--- src/rtl/sbox_pipe_unit.sv ---
// sbox_pipe_unit: 3-stage multi-lane AES SubBytes/InvSubBytes engine; define SBOX_STATS_EN to add the beat_cnt completion counter
module sbox_pipe_unit #(
  parameter int LANES = 4,
  localparam int DW = 8 * LANES
) (
  input  logic          clk,
  input  logic          rst_n,
  input  logic          flush,
  input  logic          in_valid,
  output logic          in_ready,
  input  logic          in_mode,
  input  logic [DW-1:0] in_data,
  output logic          out_valid,
  input  logic          out_ready,
  output logic          out_mode,
  output logic [DW-1:0] out_data
`ifdef SBOX_STATS_EN
  ,
  output logic [15:0]   beat_cnt
`endif
);
  function automatic logic [7:0] gmul(input logic [7:0] a, input logic [7:0] b);
    logic [7:0] p, t;
    p = 8'h00;
    t = a;
    for (int i = 0; i < 8; i++) begin
      p = b[i] ? p ^ t : p;
      t = {t[6:0], 1'b0} ^ (t[7] ? 8'h1b : 8'h00);
    end
    return p;
  endfunction
  function automatic logic [7:0] ginv(input logic [7:0] x);
    logic [7:0] p, r;
    p = x;
    r = 8'h01;
    for (int i = 1; i < 8; i++) begin
      p = gmul(p, p);
      r = gmul(r, p);
    end
    return r;
  endfunction
  function automatic logic [7:0] fwd_aff(input logic [7:0] b);
    return b ^ {b[6:0], b[7]} ^ {b[5:0], b[7:6]} ^ {b[4:0], b[7:5]} ^ {b[3:0], b[7:4]} ^ 8'h63;
  endfunction
  function automatic logic [7:0] inv_aff(input logic [7:0] x);
    return {x[6:0], x[7]} ^ {x[4:0], x[7:5]} ^ {x[1:0], x[7:2]} ^ 8'h05;
  endfunction
  logic          v1, v2, v3, m1, m2, m3;
  logic [DW-1:0] d1, d2, d3, t1, t2, t3;
  logic          adv;
  assign adv       = !v3 | out_ready;
  assign in_ready  = adv;
  assign out_valid = v3;
  assign out_mode  = m3;
  assign out_data  = d3;
  for (genvar g = 0; g < LANES; g++) begin : g_lane
    assign t1[8*g+:8] = in_mode ? inv_aff(in_data[8*g+:8]) : in_data[8*g+:8];
    assign t2[8*g+:8] = ginv(d1[8*g+:8]);
    assign t3[8*g+:8] = m2 ? d2[8*g+:8] : fwd_aff(d2[8*g+:8]);
  end
  // whole pipe shifts together on adv; flush drops every beat in flight
  always_ff @(posedge clk or negedge rst_n)
    if (!rst_n) begin
      {v1, v2, v3, m1, m2, m3} <= '0;
      d1 <= '0;
      d2 <= '0;
      d3 <= '0;
    end else if (flush) begin
      {v1, v2, v3} <= '0;
    end else if (adv) begin
      v1 <= in_valid;
      m1 <= in_mode;
      d1 <= t1;
      v2 <= v1;
      m2 <= m1;
      d2 <= t2;
      v3 <= v2;
      m3 <= m2;
      d3 <= t3;
    end
`ifdef SBOX_STATS_EN
  // saturating count of beats taken downstream; flush wins over a same-cycle completion
  always_ff @(posedge clk or negedge rst_n)
    if (!rst_n) beat_cnt <= '0;
    else if (flush) beat_cnt <= '0;
    else if (out_valid & out_ready & ~&beat_cnt) beat_cnt <= beat_cnt + 16'd1;
`endif
endmodule

--- config.mk ---
export PLATFORM = sky130hd
export DESIGN_NAME = sbox_pipe_unit
export DESIGN_NICKNAME = d
export VERILOG_FILES = /design/src/rtl/sbox_pipe_unit.sv
export SDC_FILE = /design/constraint.sdc
export NUM_CORES = 2
export LEC_CHECK = 0
export BUFFER_PORTS_ARGS = -buffer_cell sky130_fd_sc_hd__buf_2
export CAP_MARGIN = 20
export CELL_PAD_IN_SITES_DETAIL_PLACEMENT = 0
export CELL_PAD_IN_SITES_GLOBAL_PLACEMENT = 2
export CORE_ASPECT_RATIO = 1.4
export CORE_MARGIN = 10
export CORE_UTILIZATION = 35
export CTS_BUF_LIST = sky130_fd_sc_hd__clkbuf_4
export DETAILED_ROUTE_END_ITERATION = 16
export MAX_ROUTING_LAYER = met4
export PLACE_DENSITY = 0.82
export SYNTH_ARGS = -nofsm -noshare
export SYNTH_HDL_FRONTEND = slang
export SYNTH_SLANG_ARGS = --single-unit
--- constraint.sdc ---
create_clock -name clk -period 13.3 [get_ports clk]
set_clock_uncertainty 0.05 [all_clocks]
set_input_delay 0.665 -clock clk [delete_from_list [all_inputs] [get_ports clk]]
set_output_delay 0.665 -clock clk [all_outputs]
set_load 0.05 [all_outputs]
After elaboration in Yosys (flattened, before gate mapping):

Cells that the tools add are included.

* output and inout port bits: 35
* bits in registers: 102
* input bits: 38
* word-level logic and storage cells: 1628

* reduce and logical (&&, ||, !) cells: 3
* muxes and demuxes: 826
* bitwise gates (word level): 790

Operators with widths (count)
* $mux 8: 428
* $xor 8x8->8: 390
* $xor 8x5->8: 362
* $mux 5: 368
* $mux 7: 4
* $not 1->1 const A: 28
* $mux 6: 4
* $mux 4: 4
* $not 4->4: 4
* $mux 3: 4
* $mux 1: 10
* $mux 2: 4
* $not 2->2: 4
* $reduce_and 2->1: 1
* $reduce_bool 2->1: 1
* $logic_not 1->1: 1
* $not 1->1: 1
* $or 1x1->1: 1

Longest topological paths before layout:

* depth in word-level cells: 127
* depth in mapped cells: 66
* gate-level depth less buffers: 58

Worst setup path before layout:

Ideal clock, no wire load.

* path type: reg-to-reg
* start: register d1[0]
* end: register d2[4]
* buffers on the path: 6
* required time: 13.120 ns
* slack: -1.427 ns
* data arrival time: 14.547 ns
* clock period less this slack: 14.727 ns
* cell stages (with the launch flop): 65
* cells stage by stage: dfrtp_1 ha_1 mux2i_1 xnor3_1 xor2_1 xnor2_1 inv_1 ha_1 clkinv_1 nor2_1 xnor2_1 xnor2_1 inv_2 buf_2 ha_1 xnor2_1 and3_1 o211ai_1 [29 not listed] a41oi_1 or3b_2 a31oi_1 xnor2_1 clkbuf_1 clkbuf_1 a21boi_0 o31ai_1 xnor2_1 xor2_1 xor2_1 nand3_1 o21ai_0 nand2_1 o21ai_0 xnor2_1 xnor2_1 o21ai_1

* cells in the longest elaborated chain, start to end: 124

Ends and longest elaborated chain
* from (decl): line 49 `logic [DW-1:0] d1, d2, d3, t1, t2, t3;`
* from (signal assigned): line 73 `d1 <= t1;`
* $mux 8: line 27 `p = b[i] ? p ^ t : p;`
* $xor 8x8->8: line 27
* $mux 8: line 27
* $xor 8x8->8: line 27
* $mux 8: line 27
* $xor 8x8->8: line 27
* $mux 8: line 27
* $xor 8x8->8: line 27
* [108 not listed]
* $xor 8x8->8: line 27
* $mux 8: line 27
* $xor 8x8->8: line 27
* $mux 8: line 27
* $xor 8x8->8: line 27
* $mux 8: line 27
* $xor 8x8->8: line 27
* $mux 8 *: line 27
* to (signal assigned): line 76 `d2 <= t2;`
* to (decl): line 49

Mark *: on every way between the ends. The rest lies on a longest branch, timed or not.
A chain may end at the register's enable or synchronous reset.

Final worst setup path:

* start: register d1[16]
* end: register d2[19]

The elaborated chain is that of the path after synthesis.

==> flow_summary.toml <==
[worst_setup_path]
path_buf_inv = 12
max_stage_delay_ps = 500
critPathCaptureType = "flop"
cp_slowest_cell = "or4b_4"
r2r_slack_ps = -70
cp_common_cell = "buf_4"
crit_type = "flop to flop"
crit_fanout = 4
crit_family = "XOR/XNOR gates"
reg2reg_depth = 64
reg2reg_from = "d1[16]$_DFFE_PN0P_"
timing.rr.end = "d2[19]$_DFFE_PN0P_"
critical_path_arrival_ps = 13940
cp_data_required_time_ps = 13870
cp-start-kind = "flop"
startpoint = "d1[16]$_DFFE_PN0P_"

[synth]
synth_fp_nets = 8525
ys_seq_area_frac = 0.04091
ys_warn_count = 0
synth_area_leader_cell = "xnor2_1"
synthArstFlopShare = 1.000
synth_area_um2 = 62390
syn_area_per_cell_um2 = 7.375
yosysTopAreaCellShare = 0.2267
ys_ff_latch = 102
synth_cell_types = 124
syn_inst = 8459
synth_ff_type = "dfrtp_1"
synth-edff-count = 0
synth_area_leaders = "xnor2_1 (23%), xnor3_1 (10%), nor2_1 (7.0%)"

[finish]
fillers = 17670
final_area_um2 = 79550
area_growth_pct = 27.50
instances_no_fill = 11660
layout.nets = 9403
layout-drive-gt1-share = 0.2643

[floorplanning]
num_io_pins = 73
std_cell_rows = 183
die_x_um = 376.8
start_util = 0.3516
die_h_um = 519.6
die_area_um2 = 195800
core_um2 = 177500

[route]
post_drt_wl_per_cell_um = 19.29
drt_pass1_iterations = 6
drt_wl_total_um = 224900
viasPerCell = 5.551
vias = 64720
ant_nets = 0
drt_iter0_markers = 4021
drcViolationCount = 0

[sta]
fin_crit_sh = 1.005
hold_viol_final = 0
tightest_slew_ps = 1308
setup_tns_ps = -194.0
rsz0062_at_grt = "true"
max_slew_margin = 0.1219
drv_slew = 0
setup_viol = 6
fin_crit_ps = 13370
whs_ps = 180.4
setup_slack_ps = -72.01
fmax_mhz = 74.78

[flow_run]
drv_cap = 0

[hold_path]
hold_path.startpoint = "in_valid"
hp-class = "primary input to flop"
min_to = "v1$_DFFE_PN0P_"
hold_depth = 3

[outcome]
violations = "setup timing"
status = "complete, but fails checks"

[placed_design]
numPortBuffers = 72
place_area_um2 = 73200
post-dp-hpwl_um = 169200
dp_cells = 11360
gp_congestion = 0.9341

[clocking]
cts_max_level = 3
root_buffer = "clkbuf_4"
clk_path_buf_depth = 2
clock_sinks = 102
clk_latency_ps = 760
cts_tree = "built"
clkSlewWorstSetupHoldPaths_ps = 180
cts_buffers = 9

[grt]
grt_use_total = 0.2218
grt_pass1_vias = 63400
antenna_found_initial = 5
grt_overflow = 0
grt_pass1_wl_um = 351300
grt_max_degree = 104
==> metal layers <==
layer / part of all wire / GRT usage / vias up
li1: - / - / 31290
met1: 0.40 / 0.2535 / 31140
met2: 0.52 / 0.4024 / 1778
met3: 0.036 / 0.01548 / 510
met4: 0.039 / 0.08104 / 0
met5: 0 / - / -
==> tightest hold or removal path, stage by stage <==
cell and delay [ps]:
buf_2 70, mux2i_1 60, nor2_1 90
==> cells in the final DEF, fill, tap and decap left out, drive strengths merged, types with 70 or more instances in the layout <==
cell,count
buf,1461
a211oi,89
xor2,412
o21ai,476
nor3,249
nor2,1168
o211ai,86
and3,70
mux2i,246
a21oi,388
xnor2,1735
nand2,904
o22ai,105
nand3,238
xnor3,298
a31oi,101
dfrtp,102
==> logic make-up after synthesis <==
| group | synth area share |
|---|---|
| simple gates | 0.2154 |
| mux | 0.05170 |
| buf+inv | 0.04563 |
| flops | 0.04091 |
| xor+xnor | 0.4482 |
| compound gates | 0.1925 |
| fa+ha+maj | 0.005615 |
==> registers in the layout (all words and copies together) (netlist names) <==
register,cells
out_data,32
out_valid,1
d2,32
v1,1
v2,1
m1,1
m2,1
out_mode,1
d1,32
==> cell type report <==
cell class,instances,area [um^2],area share
Antenna cell,5,12.51,0.0001573
Multi-Input combinational cell,7681,62010,0.7796
Timing Repair Buffer,1465,11570,0.1455
Clock inverter,6,116.4,0.001463
Sequential cell,102,2556,0.03213
Tap cell,2312,2893,0.03637
Inverter,78,305.3,0.003838
Clock buffer,10,75.07,0.0009437
==> how the worst max path moves through the flow <==
stage	endpoint	cells past startpoint
after floorplan	d2[4]$_DFFE_PN0P_	63
after global placement	d2[13]$_DFFE_PN0P_	50
after detailed placement	d2[13]$_DFFE_PN0P_	51
after CTS	d2[19]$_DFFE_PN0P_	62
after global routing	d2[17]$_DFFE_PN0P_	61
final	d2[19]$_DFFE_PN0P_	64
==> metrics by stage <==
stage          setup slack [ps]    util
2_1_floorplan            -4.241       -
5_1_grt                  -726.6  0.4483
3_5_place_dp             -541.9  0.4125
3_3_place_gp             -531.4  0.4124
4_1_cts                  -129.9  0.4247
6_report                 -72.01  0.4483
==> synthesized netlist by cell type (56+ instances only) <==
cell / instances
and3_1: 70
buf_2: 120
clkbuf_1: 394
nor2_1: 1157
a22oi_1: 59
a211oi_1: 85
nand2_1: 903
a31oi_1: 100
o211ai_1: 84
o22ai_1: 104
xor2_1: 379
or3_1: 56
nand3_1: 237
o21ai_1: 64
dfrtp_1: 102
xnor2_1: 1615
mux2i_1: 243
a21oi_1: 388
nor3_1: 246
o21ai_0: 411
xnor3_1: 278
xnor2_2: 99
==> repair_timing <==
action                                  CTS  global route
gates resized for setup                 200           520
buffers inserted                         98           170
hold endpoints to repair                 53             0
endpoints found under the setup margin   32            32
hold buffers                              2             0
pin swaps                               139           358
cloned                                    0             3
Power is not shown: default switching activity piles up to over one toggle a cycle in this logic, so the estimate is an artifact.
